`src/rtl/bcd_interval_timer_ctrl_if.sv`:
```
// bcd_interval_timer_ctrl_if: command/status bundle between command logic (master) and the BCD interval timer (slave)
//   cfg_valid/cfg_ready/cfg_value/cfg_err : load handshake and rejection pulse
//   start/pause/stop                      : run control commands
//   busy/done/remaining/c_enable          : timer status and per-digit borrow enables
interface bcd_interval_timer_ctrl_if #(
  parameter int DIGITS = 3
);
  logic cfg_valid, cfg_ready, cfg_err;
  logic start, pause, stop;
  logic busy, done;
  logic [4*DIGITS-1:0] cfg_value, remaining;
  logic [DIGITS-1:0] c_enable;
  modport master (
    output cfg_valid, cfg_value, start, pause, stop,
    input  cfg_ready, cfg_err, busy, done, remaining, c_enable
  );
  modport slave (
    input  cfg_valid, cfg_value, start, pause, stop,
    output cfg_ready, cfg_err, busy, done, remaining, c_enable
  );
endinterface

```
`src/rtl/bcd_interval_timer_ctrl.sv`:
```
// bcd_interval_timer_ctrl: prescaled BCD down-counter sequencer (load/start/pause/stop, done pulse at zero)
//   clk, reset : rising-edge clock, asynchronous active-high reset
//   bus        : slave side of bcd_interval_timer_ctrl_if (load handshake, commands, status, c_enable)
module bcd_interval_timer_ctrl #(
  parameter int DIGITS   = 3,
  parameter int PRESCALE = 1000
) (
  input logic clk,
  input logic reset,
  bcd_interval_timer_ctrl_if.slave bus
);
  localparam int PW = $clog2(PRESCALE + 1);
  localparam int W  = 4 * DIGITS;
  typedef enum logic [2:0] {IDLE, ARMED, RUN, PAUSE, DONE} state_t;
  state_t state, state_n;
  logic [PW-1:0] presc, presc_n;
  logic [W-1:0] rem, rem_n, dec;
  logic [DIGITS-1:0] ce;
  logic tick, cfg_ok, err_n, err_q, done_q, busy_q;
  assign tick = state == RUN && presc == PW'(PRESCALE - 1);
  // Borrow ripples upward only through digits that are already zero
  always_comb begin
    cfg_ok = 1'b1;
    dec = rem;
    ce = '0;
    ce[0] = tick;
    for (int i = 1; i < DIGITS; i++) ce[i] = ce[i-1] & (rem[4*i-4 +: 4] == 4'd0);
    for (int i = 0; i < DIGITS; i++) begin
      dec[4*i +: 4] = ce[i] ? (rem[4*i +: 4] == 4'd0 ? 4'd9 : rem[4*i +: 4] - 4'd1) : rem[4*i +: 4];
      if (bus.cfg_value[4*i +: 4] > 4'd9) cfg_ok = 1'b0;
    end
  end
  always_comb begin
    state_n = state;
    rem_n = rem;
    presc_n = presc;
    err_n = 1'b0;
    case (state)
      IDLE:
        if (bus.cfg_valid) begin
          if (cfg_ok) begin
            rem_n = bus.cfg_value;
            presc_n = '0;
            state_n = ARMED;
          end else err_n = 1'b1;
        end
      ARMED:
        if (bus.stop) begin
          rem_n = '0;
          state_n = IDLE;
        end else if (bus.start) state_n = rem == '0 ? DONE : RUN;
      RUN:
        if (bus.stop) begin
          rem_n = '0;
          presc_n = '0;
          state_n = IDLE;
        end else begin
          presc_n = tick ? '0 : presc + PW'(1);
          rem_n = tick ? dec : rem;
          if (tick && rem == W'(1)) state_n = DONE;
          else if (bus.pause) state_n = PAUSE;
        end
      PAUSE:
        if (bus.stop) begin
          rem_n = '0;
          presc_n = '0;
          state_n = IDLE;
        end else if (bus.start) state_n = RUN;
      default: state_n = IDLE;
    endcase
  end
  always_ff @(posedge clk or posedge reset)
    if (reset) begin
      state <= IDLE;
      rem <= '0;
      presc <= '0;
      err_q <= 1'b0;
      done_q <= 1'b0;
      busy_q <= 1'b0;
    end else begin
      state <= state_n;
      rem <= rem_n;
      presc <= presc_n;
      err_q <= err_n;
      done_q <= state_n == DONE;
      busy_q <= state_n != IDLE;
    end
  assign bus.cfg_ready = state == IDLE;
  assign bus.cfg_err = err_q;
  assign bus.done = done_q;
  assign bus.busy = busy_q;
  assign bus.remaining = rem;
  assign bus.c_enable = ce;
endmodule

```
`src/flat_wrapper.sv`:
```
// flat-port wrapper written by rule: the top's interface ports become plain ports
module bcd_interval_timer_ctrl_flat 
#(
  parameter int DIGITS   = 3,
  parameter int PRESCALE = 1000
)
  (clk, reset, bus_cfg_valid, bus_cfg_value, bus_start, bus_pause, bus_stop, bus_cfg_ready, bus_cfg_err, bus_busy, bus_done, bus_remaining, bus_c_enable);
  bcd_interval_timer_ctrl_if #(.DIGITS(DIGITS)) bus_i ();
  input logic clk;
  input logic reset;
  input wire logic [$bits(bus_i.cfg_valid)-1:0] bus_cfg_valid;
  input wire logic [$bits(bus_i.cfg_value)-1:0] bus_cfg_value;
  input wire logic [$bits(bus_i.start)-1:0] bus_start;
  input wire logic [$bits(bus_i.pause)-1:0] bus_pause;
  input wire logic [$bits(bus_i.stop)-1:0] bus_stop;
  output wire logic [$bits(bus_i.cfg_ready)-1:0] bus_cfg_ready;
  output wire logic [$bits(bus_i.cfg_err)-1:0] bus_cfg_err;
  output wire logic [$bits(bus_i.busy)-1:0] bus_busy;
  output wire logic [$bits(bus_i.done)-1:0] bus_done;
  output wire logic [$bits(bus_i.remaining)-1:0] bus_remaining;
  output wire logic [$bits(bus_i.c_enable)-1:0] bus_c_enable;
  assign bus_i.cfg_valid = bus_cfg_valid;
  assign bus_i.cfg_value = bus_cfg_value;
  assign bus_i.start = bus_start;
  assign bus_i.pause = bus_pause;
  assign bus_i.stop = bus_stop;
  assign bus_cfg_ready = bus_i.cfg_ready;
  assign bus_cfg_err = bus_i.cfg_err;
  assign bus_busy = bus_i.busy;
  assign bus_done = bus_i.done;
  assign bus_remaining = bus_i.remaining;
  assign bus_c_enable = bus_i.c_enable;
  bcd_interval_timer_ctrl #(.DIGITS(DIGITS), .PRESCALE(PRESCALE)) u_core (.clk(clk), .reset(reset), .bus(bus_i));
endmodule
```
`config.mk`:
```
export PLATFORM = sky130hd
export DESIGN_NAME = bcd_interval_timer_ctrl_flat
export DESIGN_NICKNAME = d
export VERILOG_FILES = /design/src/rtl/bcd_interval_timer_ctrl_if.sv /design/src/rtl/bcd_interval_timer_ctrl.sv /design/src/flat_wrapper.sv
export SDC_FILE = /design/constraint.sdc
export NUM_CORES = 1
export LEC_CHECK = 0
export CORE_MARGIN = 5
export CORE_UTILIZATION = 51
export DETAILED_ROUTE_END_ITERATION = 8
export HOLD_SLACK_MARGIN = 0.03
export PLACE_DENSITY = 0.8
export SLEW_MARGIN = 10
export SYNTH_ARGS = -nofsm -noshare
export SYNTH_HDL_FRONTEND = slang
export SYNTH_SLANG_ARGS = --single-unit
```
`constraint.sdc`:
```
create_clock -name clk -period 2.6 [get_ports clk]
set_input_delay 0.52 -clock clk [delete_from_list [all_inputs] [get_ports clk]]
set_output_delay 0.52 -clock clk [all_outputs]
set_load 0.02 [all_outputs]
```
# Yosys cells after proc, flatten, opt, wreduce, memory -nomap -nowiden
# Index checks and enable logic that the tools add are counted.
# totals
output_inout_bits	19
elab_cells	79
inputBits	18
reg_bits	28
# op_classes
n_mux	34
n_eq_ne	13
add_sub_neg	4
reduce_logical	15
n_lt_le_gt_ge	3
bitwise_logic	2
# op_table
cell	n
$mux W12	5
$mux W10	5
$pmux W12 S3	1
$mux W3	10
$pmux W10 S3	1
$mux W4	5
$eq A12 B1 Y1 const B	1
$gt A4 B4 Y1 const B	3
$logic_not A12 Y1	1
$logic_not A4 Y1	3
$pmux W3 S4	1
$reduce_and A6 Y1	2
$sub A4 B1 Y4 const B	3
$add A10 B1 Y10 const B	1
$eq A10 B10 Y1 const B	1
$reduce_bool A3 Y1	3
$eq A3 B2 Y1 const B	2
$mux W1	6
$ne A3 B3 Y1 const B	2
$reduce_and A5 Y1	1
$ne A2 B1 Y1 const B	2
$ne A2 B2 Y1 const B	2
$reduce_and A4 Y1	1
$eq A3 B1 Y1 const B	1
6 further kinds	8

# Depth between registers and ports, before layout
# logic_depth
depth_word	8
depth_mapped	7
ltp_nobuf	7

# Least setup slack after synthesis
# Ideal clock, no wire load.
# synth_timing
path_type	register to output
start	register u_core.presc[3]
end	output port bus_c_enable[1]
arrival_time_ps	1920
slack_ps	160
path_stages_with_launch	5
path_buffers	0
t_required_ps	2080
path_cell_list	dfrtp_1 -> or3b_1 -> or4_4 -> or3_1 -> nor2_1
# synth_between
elab_chain_len	3
# synth_lines
element	line_no	text
start: declaration	bcd_interval_timer_ctrl.sv:16	logic [PW-1:0] presc, presc_n;
start signal: assignment	bcd_interval_timer_ctrl.sv:83	presc <= presc_n;
$eq A10 B10 Y1	bcd_interval_timer_ctrl.sv:20	assign tick = state == RUN && presc == PW'(PRESCALE - 1);
$logic_and A1 B1 Y1	bcd_interval_timer_ctrl.sv:20	
$and A1 B1 Y1	bcd_interval_timer_ctrl.sv:27	for (int i = 1; i < DIGITS; i++) ce[i] = ce[i-1] & (rem[4*i-4 +: 4] == 4'd0);
end: declaration	flat_wrapper.sv:21	output wire logic [$bits(bus_i.c_enable)-1:0] bus_c_enable;
# Every way passes these cells.

# Worst setup path in the final report
# layout_timing
start	register u_core.presc[3]
end	output port bus_c_enable[2]
# layout_between
elab_chain_len	4
# layout_lines
element	line_no
$eq A10 B10 Y1	bcd_interval_timer_ctrl.sv:20
$logic_and A1 B1 Y1	bcd_interval_timer_ctrl.sv:20
$and A1 B1 Y1 (2 in a row)	bcd_interval_timer_ctrl.sv:27
# Every way passes these cells.

==> out/qor.txt <==
Outcome = finished with violations
Failing checks = negative setup slack
Core Area = 3337 um^2
Final Wtd Congestion = 0.9051
Final Hold Fails = 0
Top Ports = 37
Pwr dens = 711.6 nW/um^2
Worst-Skew Late Latency = 0.34 ns
Cell count after synthesis = 193
DR WL/cell = 15.49 um
Slew @ Worst Pin = 0.4842 ns
Flops & latches, synth = 28
Die W = 68.86 um
Synth Cell Area = 1767 um^2
Util after Layout = 73.75%
Max Slew Vio Count = 0
Commonest cells in the netlist = dfrtp_1 (28), nor2_1 (17), nand2_1 (13)
Iter 0 DRT Violations = 130
Mean Syn Cell Area = 9.154 um^2
Worst hold path class = reg2reg
Finished layout cell area = 2461 um^2
Share of cells above drive strength 1 = 20.77%
Worst hold margin = 0.5005 ns
Vias in the first global route = 1,654
RSZ-0062 raised after global routing = yes
Grt ovf = 0
Starting Density = 52.94%
Yosys cell types = 48
Max_cap viols = 0
CTS tree = yes
Most common cell in the synthesized netlist = dfrtp_1
EDFF count, synth = 0
Clock-pin slew on the worst setup and hold paths = 0.14 ns
Power, Total = 1.751 mW
Largest net degree at the start of global routing = 29
Asr flop ratio synth = 100.0%
Post-CTS Hold Buffers = 0
Placed Area = 2407 um^2
Dominant cells by area after synthesis = dfrtp_1 (40%), ha_1 (5.0%), nor2_1 (3.6%)
Overall Global Routing Usage = 21.85%
Tmin final = 2.704 ns
Yosys warning count = 0
Critical-path top delay cell = or4_4
Initial antenna violation count = 0
IO Port Bufs = 36
Final Cycle Share = 104.0%
Mapped Nets = 218
Endpoints failing setup = 3
Dominant cell type by area after synthesis = dfrtp_1
Worst VDD drop = 0.5877 mV
Drt total wl = 4.739 mm
Die area = 4741 um^2
Antenna-violating nets left = 0
# nets final = 287
Die H = 68.86 um
Worst Path Arrival = 2.18 ns
Area growth syn-to-layout = 39.31%
Setup WS post-layout = -0.1040 ns
Via count = 1,750
Main flop type after synthesis = dfrtp_1
Site row count = 21
Setup crit end kind = output pin
DRC viols = 0
Pre-antenna DRT Iters = 4
WS Path Type = reg2out
Fmax = 369.8 MHz
Crit path cell chain = or3b_1 -> or4_4 -> or3_4 -> nor2_4 -> buf_6
Leakage = 1.072 nW
HPWL Detailed = 3.658 mm
Startpoint Class = register
Fill count = 239
Post-synth top area share = 39.66%
Worst Path Required = 2.08 ns
Largest stage delay on the critical path = 0.43 ns
Vias per cell = 5.719
CP max FO = 3
Setup Skew = 0.009863 ns
Sequential share of the synthesized area = 39.66%
Relative slew slack = 67.37%
# clock sinks = 28
CTS Buffer Depth = 2
Root buffer cell = clkbuf_4
Ant. Diodes = 0
CTS Buf Count = 3
First-pass GRT wire length = 7.755 mm
Number of H-tree levels = 1
## logic make-up after synthesis
| kind of cell | share of synthesized area [%] |
|---|---|
| DFF | 39.66 |
| adders and majority gates | 4.957 |
| and+or+nand+nor | 22.03 |
| AOI/OAI and AO/OA | 22.81 |
| muxes | 5.595 |
| xor gates and xnor gates | 0.9917 |
| buffers and inverters | 3.966 |
## per-layer routing
layer | track usage, % | share of wire, % | vias to the layer above
li1 | - | - | 855
met1 | 30.05 | 46 | 821
met2 | 34.64 | 46 | 61
met3 | 2.917 | 5.5 | 13
met4 | 8.759 | 2.2 | 0
met5 | 0 | 0 | -
## repair_timing
action                     in CTS  in global routing
resized for setup              23                  0
setup buffers                   1                  0
setup endpoints to repair       3                  3
pin swaps                       1                  0
cloned                          0                  0
## worst paths after layout
check                                             start                        to  slack [ns]  cells past startpoint
worst max register to register  u_core.bus.remaining[5]  u_core.bus.remaining[11]        0.40                      8
max in group asynchronous                         reset           u_core.presc[0]        1.80                      3
worst min-delay path                    u_core.presc[9]           u_core.presc[9]        0.50                      1
worst min register to register          u_core.presc[9]           u_core.presc[9]        0.50                      1
worst max-delay path                    u_core.presc[3]           bus_c_enable[2]       -0.10                      5
min in group asynchronous                         reset           u_core.bus.done        0.52                      3
## state kept, by name, indices dropped and copies added (netlist names)
signal,count
u_core.bus.busy,1
u_core.bus.cfg_err,1
u_core.bus.done,1
u_core.bus.remaining,12
u_core.presc,10
u_core.state,3
## report_power, final
part | switching, mW | total, mW | internal (mW) | leakage, nW
combinational | 0.483 | 0.934 | 0.451 | 0.693
sequential | 0.100 | 0.630 | 0.530 | 0.365
clock | 0.133 | 0.187 | 0.0546 | 0.0138
total | 0.716 | 1.75 | 1.04 | 1.07
## worst max-delay path, delay by kind of cell (launching register included)
kind	cells	cell delay, ns
buffers and inverters	1	0.12
flip-flops	1	0.40
AND/OR/NAND/NOR	4	1.34
## area by class of cell
cell class | instances | area [um^2] | share of cell area [%]
multi-input combinational | 148 | 1016 | 41.28
tap | 46 | 57.56 | 2.339
clock buffer | 3 | 22.52 | 0.9151
timing repair buffer | 71 | 626.9 | 25.47
sequential | 28 | 700.7 | 28.47
inverter | 10 | 37.54 | 1.525
## through the flow
stage          std cells  setup TNS [ns]  setup WS (ns)
4_1_cts              306         -0.2757        -0.1116
3_5_place_dp         302         -0.6420        -0.2568
5_1_grt              306         -0.4613        -0.1713
6_report             306         -0.2564        -0.1040
3_3_place_gp         302         -0.5781        -0.2210
2_1_floorplan        193               0         0.1597
## placed cells by master, fill, tap and decap left out, types with 2 or more instances in the layout
cell	netlist	layout
ha_1	7	7
and2_1	2	2
inv_1	10	10
nor3_1	5	5
clkbuf_4	0	3
buf_4	1	35
o41ai_1	2	2
o21ai_1	10	10
and3_1	4	4
or3b_1	2	2
nand3_1	8	8
nor2b_1	2	2
dfrtp_1	28	28
a22o_1	3	3
nor2_4	0	2
nand2_1	13	13
a41oi_1	3	3
mux2_1	3	3
clkdlybuf4s50_1	0	33
buf_6	0	3
nor4b_1	2	2
nor3b_1	3	3
nor2_1	17	15
a21oi_1	12	12
o21ai_0	9	9
nand2b_1	2	2
o22ai_1	3	3
o21bai_1	3	3
nand4_1	3	3
o31ai_1	5	5
mux2i_1	5	5
(Power assumes the default switching activity.)
